==> src/rtl/stopwatch_counter_if.sv <==
//------------------------------------------------------------------------------
// Module      : stopwatch_counter_if
// Description : Button inputs and time outputs of the stopwatch counter.
//               master = button/display side, slave = stopwatch core.
// Revision    : 1.0 - initial release
//------------------------------------------------------------------------------
`timescale 1ns/1ps
`default_nettype none

interface stopwatch_counter_if;
  logic        start_stop;
  logic        clear;
  logic        lap;
  logic [19:0] value;
  logic        running;
  logic        overflow;

  modport master (
    output start_stop, clear, lap,
    input  value, running, overflow
  );

  modport slave (
    input  start_stop, clear, lap,
    output value, running, overflow
  );
endinterface

`default_nettype wire

==> src/rtl/stopwatch_counter.sv <==
//------------------------------------------------------------------------------
// Module      : stopwatch_counter
// Description : Start/stop/clear stopwatch producing a binary centisecond
//               count (0..MAX_COUNT) for the MM:SS.cc display stage.
//               Clock is divided by CLK_HZ/TICK_HZ into a count tick.
//               Optional lap-freeze feature enabled by macro STOPWATCH_LAP_EN.
// Revision    : 1.0 - initial release
//------------------------------------------------------------------------------
`timescale 1ns/1ps
`default_nettype none

module stopwatch_counter #(
  parameter int CLK_HZ    = 50000000,
  parameter int TICK_HZ   = 100,
  parameter int MAX_COUNT = 599999
) (
  input  logic                clk,
  input  logic                rst_n,
  stopwatch_counter_if.slave  bus
);

  localparam int              DIV          = CLK_HZ / TICK_HZ;
  localparam int              PW           = $clog2(DIV);
  localparam logic [PW-1:0]   C_PRESC_LAST = PW'(DIV - 1);
  localparam logic [19:0]     C_MAX        = 20'(MAX_COUNT);

  typedef enum logic [1:0] {
    ST_IDLE    = 2'd0,
    ST_RUNNING = 2'd1,
    ST_PAUSED  = 2'd2
  } state_t;

  // Registered state
  state_t          r_state;
  logic [19:0]     r_count;
  logic [PW-1:0]   r_presc;
  logic            r_overflow;
  logic [19:0]     r_value;
  logic            r_running;
  logic            r_ss_q;
  logic            r_clr_q;

  // Next-state values
  state_t          w_state_n;
  logic [19:0]     w_count_n;
  logic [PW-1:0]   w_presc_n;
  logic            w_overflow_n;
  logic [19:0]     w_value_n;

  logic            w_ss_edge;
  logic            w_clr_edge;
  logic            w_tick;

  assign w_ss_edge  = bus.start_stop & ~r_ss_q;
  assign w_clr_edge = bus.clear      & ~r_clr_q;
  assign w_tick     = (r_state == ST_RUNNING) && (r_presc == C_PRESC_LAST);

`ifdef STOPWATCH_LAP_EN
  logic            r_lap_q;
  logic            r_hold;
  logic [19:0]     r_lap_count;
  logic            w_hold_n;
  logic [19:0]     w_lap_count_n;
  logic            w_lap_edge;

  assign w_lap_edge = bus.lap & ~r_lap_q;

  // Lap register, hold flag and lap edge detector
  always_ff @(posedge clk or negedge rst_n) begin
    if (!rst_n) begin
      r_lap_q     <= 1'b0;
      r_hold      <= 1'b0;
      r_lap_count <= '0;
    end else begin
      r_lap_q     <= bus.lap;
      r_hold      <= w_hold_n;
      r_lap_count <= w_lap_count_n;
    end
  end

  // Lap hold control: clear wins; a lap edge releases an active hold, or
  // captures the live count when running.
  always_comb begin
    w_hold_n      = r_hold;
    w_lap_count_n = r_lap_count;
    if (w_clr_edge) begin
      w_hold_n = 1'b0;
    end else if (w_lap_edge) begin
      if (r_hold) begin
        w_hold_n = 1'b0;
      end else if (r_state == ST_RUNNING) begin
        w_hold_n      = 1'b1;
        w_lap_count_n = r_count;
      end
    end
  end

  assign w_value_n = w_hold_n ? w_lap_count_n : w_count_n;
`else
  // Lap input is accepted but has no function in this build.
  logic w_unused_lap;
  assign w_unused_lap = bus.lap;
  assign w_value_n    = w_count_n;
`endif

  // State register, counter, prescaler and registered outputs
  always_ff @(posedge clk or negedge rst_n) begin
    if (!rst_n) begin
      r_state    <= ST_IDLE;
      r_count    <= '0;
      r_presc    <= '0;
      r_overflow <= 1'b0;
      r_value    <= '0;
      r_running  <= 1'b0;
      r_ss_q     <= 1'b0;
      r_clr_q    <= 1'b0;
    end else begin
      r_state    <= w_state_n;
      r_count    <= w_count_n;
      r_presc    <= w_presc_n;
      r_overflow <= w_overflow_n;
      r_value    <= w_value_n;
      r_running  <= (w_state_n == ST_RUNNING);
      r_ss_q     <= bus.start_stop;
      r_clr_q    <= bus.clear;
    end
  end

  // Next-state logic: clear overrides everything; a tick and a pause edge in
  // the same cycle both take effect (count increments, then pause).
  always_comb begin
    w_state_n    = r_state;
    w_count_n    = r_count;
    w_presc_n    = r_presc;
    w_overflow_n = r_overflow;
    if (w_clr_edge) begin
      w_state_n    = ST_IDLE;
      w_count_n    = '0;
      w_presc_n    = '0;
      w_overflow_n = 1'b0;
    end else begin
      case (r_state)
        ST_IDLE: begin
          w_presc_n = '0;
          if (w_ss_edge) w_state_n = ST_RUNNING;
        end
        ST_RUNNING: begin
          if (w_tick) begin
            w_presc_n = '0;
            if (r_count == C_MAX) begin
              w_overflow_n = 1'b1;
              w_state_n    = ST_PAUSED;
            end else begin
              w_count_n = r_count + 20'd1;
            end
          end else begin
            w_presc_n = r_presc + PW'(1);
          end
          if (w_ss_edge) w_state_n = ST_PAUSED;
        end
        ST_PAUSED: begin
          // A saturated stopwatch can only be left through clear.
          if (w_ss_edge && !r_overflow) w_state_n = ST_RUNNING;
        end
        default: begin
          w_state_n = ST_IDLE;
        end
      endcase
    end
  end

  assign bus.value    = r_value;
  assign bus.running  = r_running;
  assign bus.overflow = r_overflow;

endmodule

`default_nettype wire

==> src/flat_wrapper.sv <==
// flat-port wrapper written by rule: the top's interface ports become plain ports
module stopwatch_counter_flat 
#(
  parameter int CLK_HZ    = 50000000,
  parameter int TICK_HZ   = 100,
  parameter int MAX_COUNT = 599999
)
  (clk, rst_n, bus_start_stop, bus_clear, bus_lap, bus_value, bus_running, bus_overflow);
  stopwatch_counter_if bus_i ();
  input  logic clk;
  input  logic rst_n;
  input wire logic [$bits(bus_i.start_stop)-1:0] bus_start_stop;
  input wire logic [$bits(bus_i.clear)-1:0] bus_clear;
  input wire logic [$bits(bus_i.lap)-1:0] bus_lap;
  output wire logic [$bits(bus_i.value)-1:0] bus_value;
  output wire logic [$bits(bus_i.running)-1:0] bus_running;
  output wire logic [$bits(bus_i.overflow)-1:0] bus_overflow;
  assign bus_i.start_stop = bus_start_stop;
  assign bus_i.clear = bus_clear;
  assign bus_i.lap = bus_lap;
  assign bus_value = bus_i.value;
  assign bus_running = bus_i.running;
  assign bus_overflow = bus_i.overflow;
  stopwatch_counter #(.CLK_HZ(CLK_HZ), .TICK_HZ(TICK_HZ), .MAX_COUNT(MAX_COUNT)) u_core (.clk(clk), .rst_n(rst_n), .bus(bus_i));
endmodule
==> config.mk <==
export PLATFORM = sky130hd
export DESIGN_NAME = stopwatch_counter_flat
export DESIGN_NICKNAME = d
export VERILOG_FILES = /design/src/rtl/stopwatch_counter_if.sv /design/src/rtl/stopwatch_counter.sv /design/src/flat_wrapper.sv
export SDC_FILE = /design/constraint.sdc
export NUM_CORES = 1
export LEC_CHECK = 0
export CORE_UTILIZATION = 57
export DETAILED_ROUTE_END_ITERATION = 6
export PLACE_DENSITY = 0.8
export SKIP_CTS_REPAIR_TIMING = 1
export SLEW_MARGIN = 40
export SYNTH_ARGS = -nofsm -noshare
export SYNTH_HDL_FRONTEND = slang
export SYNTH_SLANG_ARGS = --single-unit
==> constraint.sdc <==
create_clock -name clk -period 3.6 [get_ports clk]
set_input_delay 0.72 -clock clk [delete_from_list [all_inputs] [get_ports clk]]
set_output_delay 0.72 -clock clk [all_outputs]
set_load 0.05 [all_outputs]
# After elaboration in Yosys (flattened, before gate mapping)
# Cells that the tools add are included.
dict set report word_totals {
  ff_bits 45
  latchBits 0
  ramBits 0
  mem_bits_ro 0
  in_bits 5
  n_memories 0
}
dict set report op_classes {
  add_sub_neg 2
  n_mul 0
  div_mod_pow 0
  order_cmp 0
  n_eq_ne 6
  shifts 0
  mux 18
  bitwise_logic 4
  reduce_logical 10
}
# cell count
set op_table {}
lappend op_table {{$mux 20} 4}
lappend op_table {{$mux 19} 2}
lappend op_table {{$pmux 19 s2} 1}
lappend op_table {{$add 20x1->20 const B} 1}
lappend op_table {{$eq 20x20->1 const B} 1}
lappend op_table {{$add 19x1->19 const B} 1}
lappend op_table {{$eq 19x19->1 const B} 1}
lappend op_table {{$mux 2} 6}
lappend op_table {{$pmux 2 s3} 1}
lappend op_table {{$reduce_and 3->1} 2}
lappend op_table {{$reduce_bool 2->1} 3}
lappend op_table {{$eq 2x1->1 const B} 2}
lappend op_table {{$mux 1} 4}
lappend op_table {{$reduce_bool 3->1} 1}
lappend op_table {{$and 1x1->1} 2}
lappend op_table {{$eq 2x2->1 const B} 1}
lappend op_table {{$logic_and 1x1->1} 2}
lappend op_table {{$logic_not 2->1} 1}
lappend op_table {{$ne 2x1->1 const B} 1}
lappend op_table {{$not 1->1} 2}
lappend op_table {{$logic_not 1->1} 1}

# Logic depth before layout (Yosys ltp)
dict set report depth {
  ltp_word 7
  mapped_depth 7
  ltp_nobuf 6
}

# Least setup slack after synthesis
# OpenSTA, ideal clock, no wires.
dict set report synth_path {
  path_kind {register to register}
  start {register u_core.r_count[12]}
  end {register u_core.r_count[1]}
  setup_time_ns 0.132
  arrival_time_ns 2.260
  t_required_ns 3.468
  slack_ns 1.208
  path_stages_with_launch 7
  n_path_buf 1
  synth_period_minus_slack_ns 2.392
  cell_sequence {dfrtp_1 > or4_1 > or4_1 > o2111ai_2 > buf_6 > mux2i_1 > nor2_1}
}
dict set report synth_via {
  elab_chain_len 3
}
# item line_no
set synth_lines {}
lappend synth_lines {{start, declared} stopwatch_counter.sv:35} ;# logic [19:0] r_count;
lappend synth_lines {{start signal, assigned} stopwatch_counter.sv:119} ;# r_count <= w_count_n;
lappend synth_lines {{$eq 20x20->1} stopwatch_counter.sv:150} ;# if (r_count == C_MAX) begin
lappend synth_lines {{$ne 2x1->1 (no line)} n/a}
lappend synth_lines {{$reduce_and 3->1 (no line)} n/a}
# Every way passes these cells.
# A chain may end at the register's enable or synchronous reset.

# Worst setup path in the final report
dict set report layout_path {
  start {register u_core.r_presc[0]}
  end {register u_core.r_count[19]}
}
dict set report layout_via {
  elab_chain_len 4
}
# item line_no
set layout_lines {}
lappend layout_lines {{start, declared} stopwatch_counter.sv:36} ;# logic [PW-1:0] r_presc;
lappend layout_lines {{start signal, assigned} stopwatch_counter.sv:120} ;# r_presc <= w_presc_n;
lappend layout_lines {{$eq 19x19->1} stopwatch_counter.sv:56} ;# assign w_tick = (r_state == ST_RUNNING) && (r_presc == C_PRESC_LAST);
lappend layout_lines {{$logic_and 1x1->1} stopwatch_counter.sv:56}
lappend layout_lines {{$reduce_bool 2->1 (no line)} n/a}
lappend layout_lines {{$reduce_and 3->1 (no line)} n/a}
# Every way passes these cells.

==> metrics <==
crit path time final 2.55 ns; CTS tree yes; Fin. Hold Viols 0; Die X 69 µm; Worst slew margin 0.591; fill cell count 367; sequential area share after synthesis 0.440; dominant synthesized flop cell dfrtp_1; area leader, netlist dfrtp_1; Layout Nets 317; worst path arrival time 2.80 ns; worst path cell trace ha_1 -> nand4_1 -> nor4_2 -> nand2_1 -> or4_1 -> nand2_1; Clock transition at path regs 0.08 ns; Cell Count Post-Placement around 360; fmax around 390 MHz; syn_nets 291; drt pass-1 iters 4; ys async rst share 1.00; syn_area_per_cell 9.01 µm²; most common cell in the synthesized netlist dfrtp_1; Vias 2331; fin crit share 0.709; CP most frequent cell nand2_1; Max Cap Violations 0; Fin Setup TNS 0 ns; vias in the first global route about 2100; synthesized flop and latch total 45; yosys warns 0; first-pass GRT wire length approximately 10000 µm; CP max stage delay ~0.6 ns; wire per inst 16.2 µm; hpwl dp 3980 µm; Via density 6.42; layout cell share with drive strength beyond 1 0.0740; Tot Pwr 0.897 mW; Post-synth EDFFs 0; RSZ-0062 raised after global routing false; WP data required 3.84 ns; static leakage 1.21 nW; status finished, final reports clean; most area-consuming cells after synthesis dfrtp_1 (44%), nand2_1 (5.3%), nand3_1 (3.5%), nor2_1 (3.1%), a21oi_1 (2.9%); Worst setup SP type flop; diode count 0; area grow syn2layout 15.0%; core footprint 4320 µm²; total CTS buffers 5; Placed Area 2860 µm²; peak supply drop 254 µV; Critical Path End Type flop; later-pin clock latency in the skew report 0.30 ns; Post-Syn Area 2560 µm²; final clock skew 0.00696 ns; Critical Path Slowest Stage Cell nor4_2; # H-tree levels 2; Initial Util 0.592; Final Util 0.681; PD cells 305 nW/µm²; IO buf count 25; global route total overflow 0; final instance area 2940 µm²; Sink Count 45; chip height 69 µm; total track usage 0.261; final setup fails 0; GPL Wtd Cong 0.896; measured slew at the worst slew-check pin about 0.61 ns; largest net degree at the start of global routing 46; Worst Hold Class input pin to asynchronous set/reset pin; Post-Syn Instances 284; Die ar. roughly 4800 µm²; antenna violations before repair 0; max-slew violations 0; Antenna Nets Post-Route 0; routed wire length 5860 µm; crit path max fanout 9; CTS max path bufs 2; CP Class flop to flop; Root Buffer clkbuf_8; Synth cell types 50; Layout Cells excl Fill 363; post-synth top area share 0.440; drt drc 0; Largest delay share family, worst path simple AND/OR/NAND/NOR gates; initial DRC count 218; Site Rows 24; Commonest cells post-synth dfrtp_1 (45), nand2_1 (36), nor2_1 (21); worst path bufs/invs 0; I/O pin cnt 27
layout make-up:
| class | instances | area [µm²] | share of cell area |
|---|---|---|---|
| multi-input combinational | 218 | 1350 | 0.457 |
| inverter | 9 | 33.8 | 0.0115 |
| tap | 52 | 65.1 | 0.0221 |
| clock buffer | 8 | 80.1 | 0.0272 |
| sequential | 45 | 1130 | 0.383 |
| timing repair buffer | 31 | 293 | 0.0995 |
metal layers:
| metal | GRT usage | part of all wire | vias to the layer above | routed length [µm] |
|---|---|---|---|---|
| li1 | - | - | 1120 | - |
| met1 | 0.362 | 0.45 | 1128 | 2670 |
| met2 | 0.403 | 0.47 | 74 | 2770 |
| met3 | 0.0556 | 0.057 | 9 | 332 |
| met4 | 0.0952 | 0.016 | 0 | 91 |
| met5 | 0 | 0 | - | 0 |
metrics by stage:
step	hold WS, ns	setup slack [ns]
CTS	0.433	1.06
global placement	0.518	1.12
detailed placement	0.529	1.11
floorplan	0.424	1.21
global route	0.457	0.817
finish	0.408	1.05
cell usage in the layout, fill, tap and decap left out, types with 5 or more instances in the layout:
cell type / netlist / routed
dfrtp_1: 45 / 45
nand2_1: 36 / 36
clkdlybuf4s50_1: 0 / 24
nor2_1: 21 / 21
nand3_1: 18 / 18
a21oi_1: 15 / 15
nand4_1: 12 / 12
inv_1: 9 / 9
o21ai_0: 9 / 9
or4_1: 8 / 8
nand2b_1: 7 / 7
nor3_1: 7 / 7
a31oi_1: 7 / 7
buf_4: 0 / 7
mux2i_1: 6 / 6
xor2_1: 6 / 6
or3_1: 5 / 5
clkbuf_8: 0 / 5
path summary, 6_finish.rpt:
path	from	slack, ns	cells past startpoint	end
max	u_core.r_presc[0]	1.05	6	u_core.r_count[19]
min	rst_n	0.41	1	u_core.r_clr_q
max reg2reg	u_core.r_presc[0]	1.05	6	u_core.r_count[19]
min reg2reg	u_core.r_presc[12]	0.54	1	u_core.r_presc[12]
max in group asynchronous	rst_n	2.79	1	u_core.r_count[10]
min in group clk	u_core.r_presc[12]	0.54	1	u_core.r_presc[12]
sequential cells by signal, summed over array words and instances, names as in the netlist:
name / flops
u_core.r_presc: 19
u_core.bus.running: 1
u_core.r_count: 20
u_core.r_ss_q: 1
u_core.r_clr_q: 1
u_core.r_state: 2
u_core.bus.overflow: 1
kinds of logic after synthesis:
| family | Yosys count | share of synthesized area |
|---|---|---|
| AO/OA/AOI/OAI | 59 | 0.154 |
| adder cells (fa/ha/maj) | 2 | 0.00978 |
| buffers and inverters | 21 | 0.0342 |
| XOR/XNOR | 6 | 0.0205 |
| multiplexers | 7 | 0.0279 |
| flip-flops | 45 | 0.440 |
| AND/OR/NAND/NOR | 144 | 0.314 |
where the power goes:
part,leakage [nW],total [mW],switching (mW),internal (mW)
sequential,0.621,0.523,0.0112,0.512
combinational,0.552,0.0741,0.0508,0.0233
clock,0.0395,0.300,0.162,0.138
total,1.21,0.897,0.224,0.673
Power figures use the tool's default switching activity.
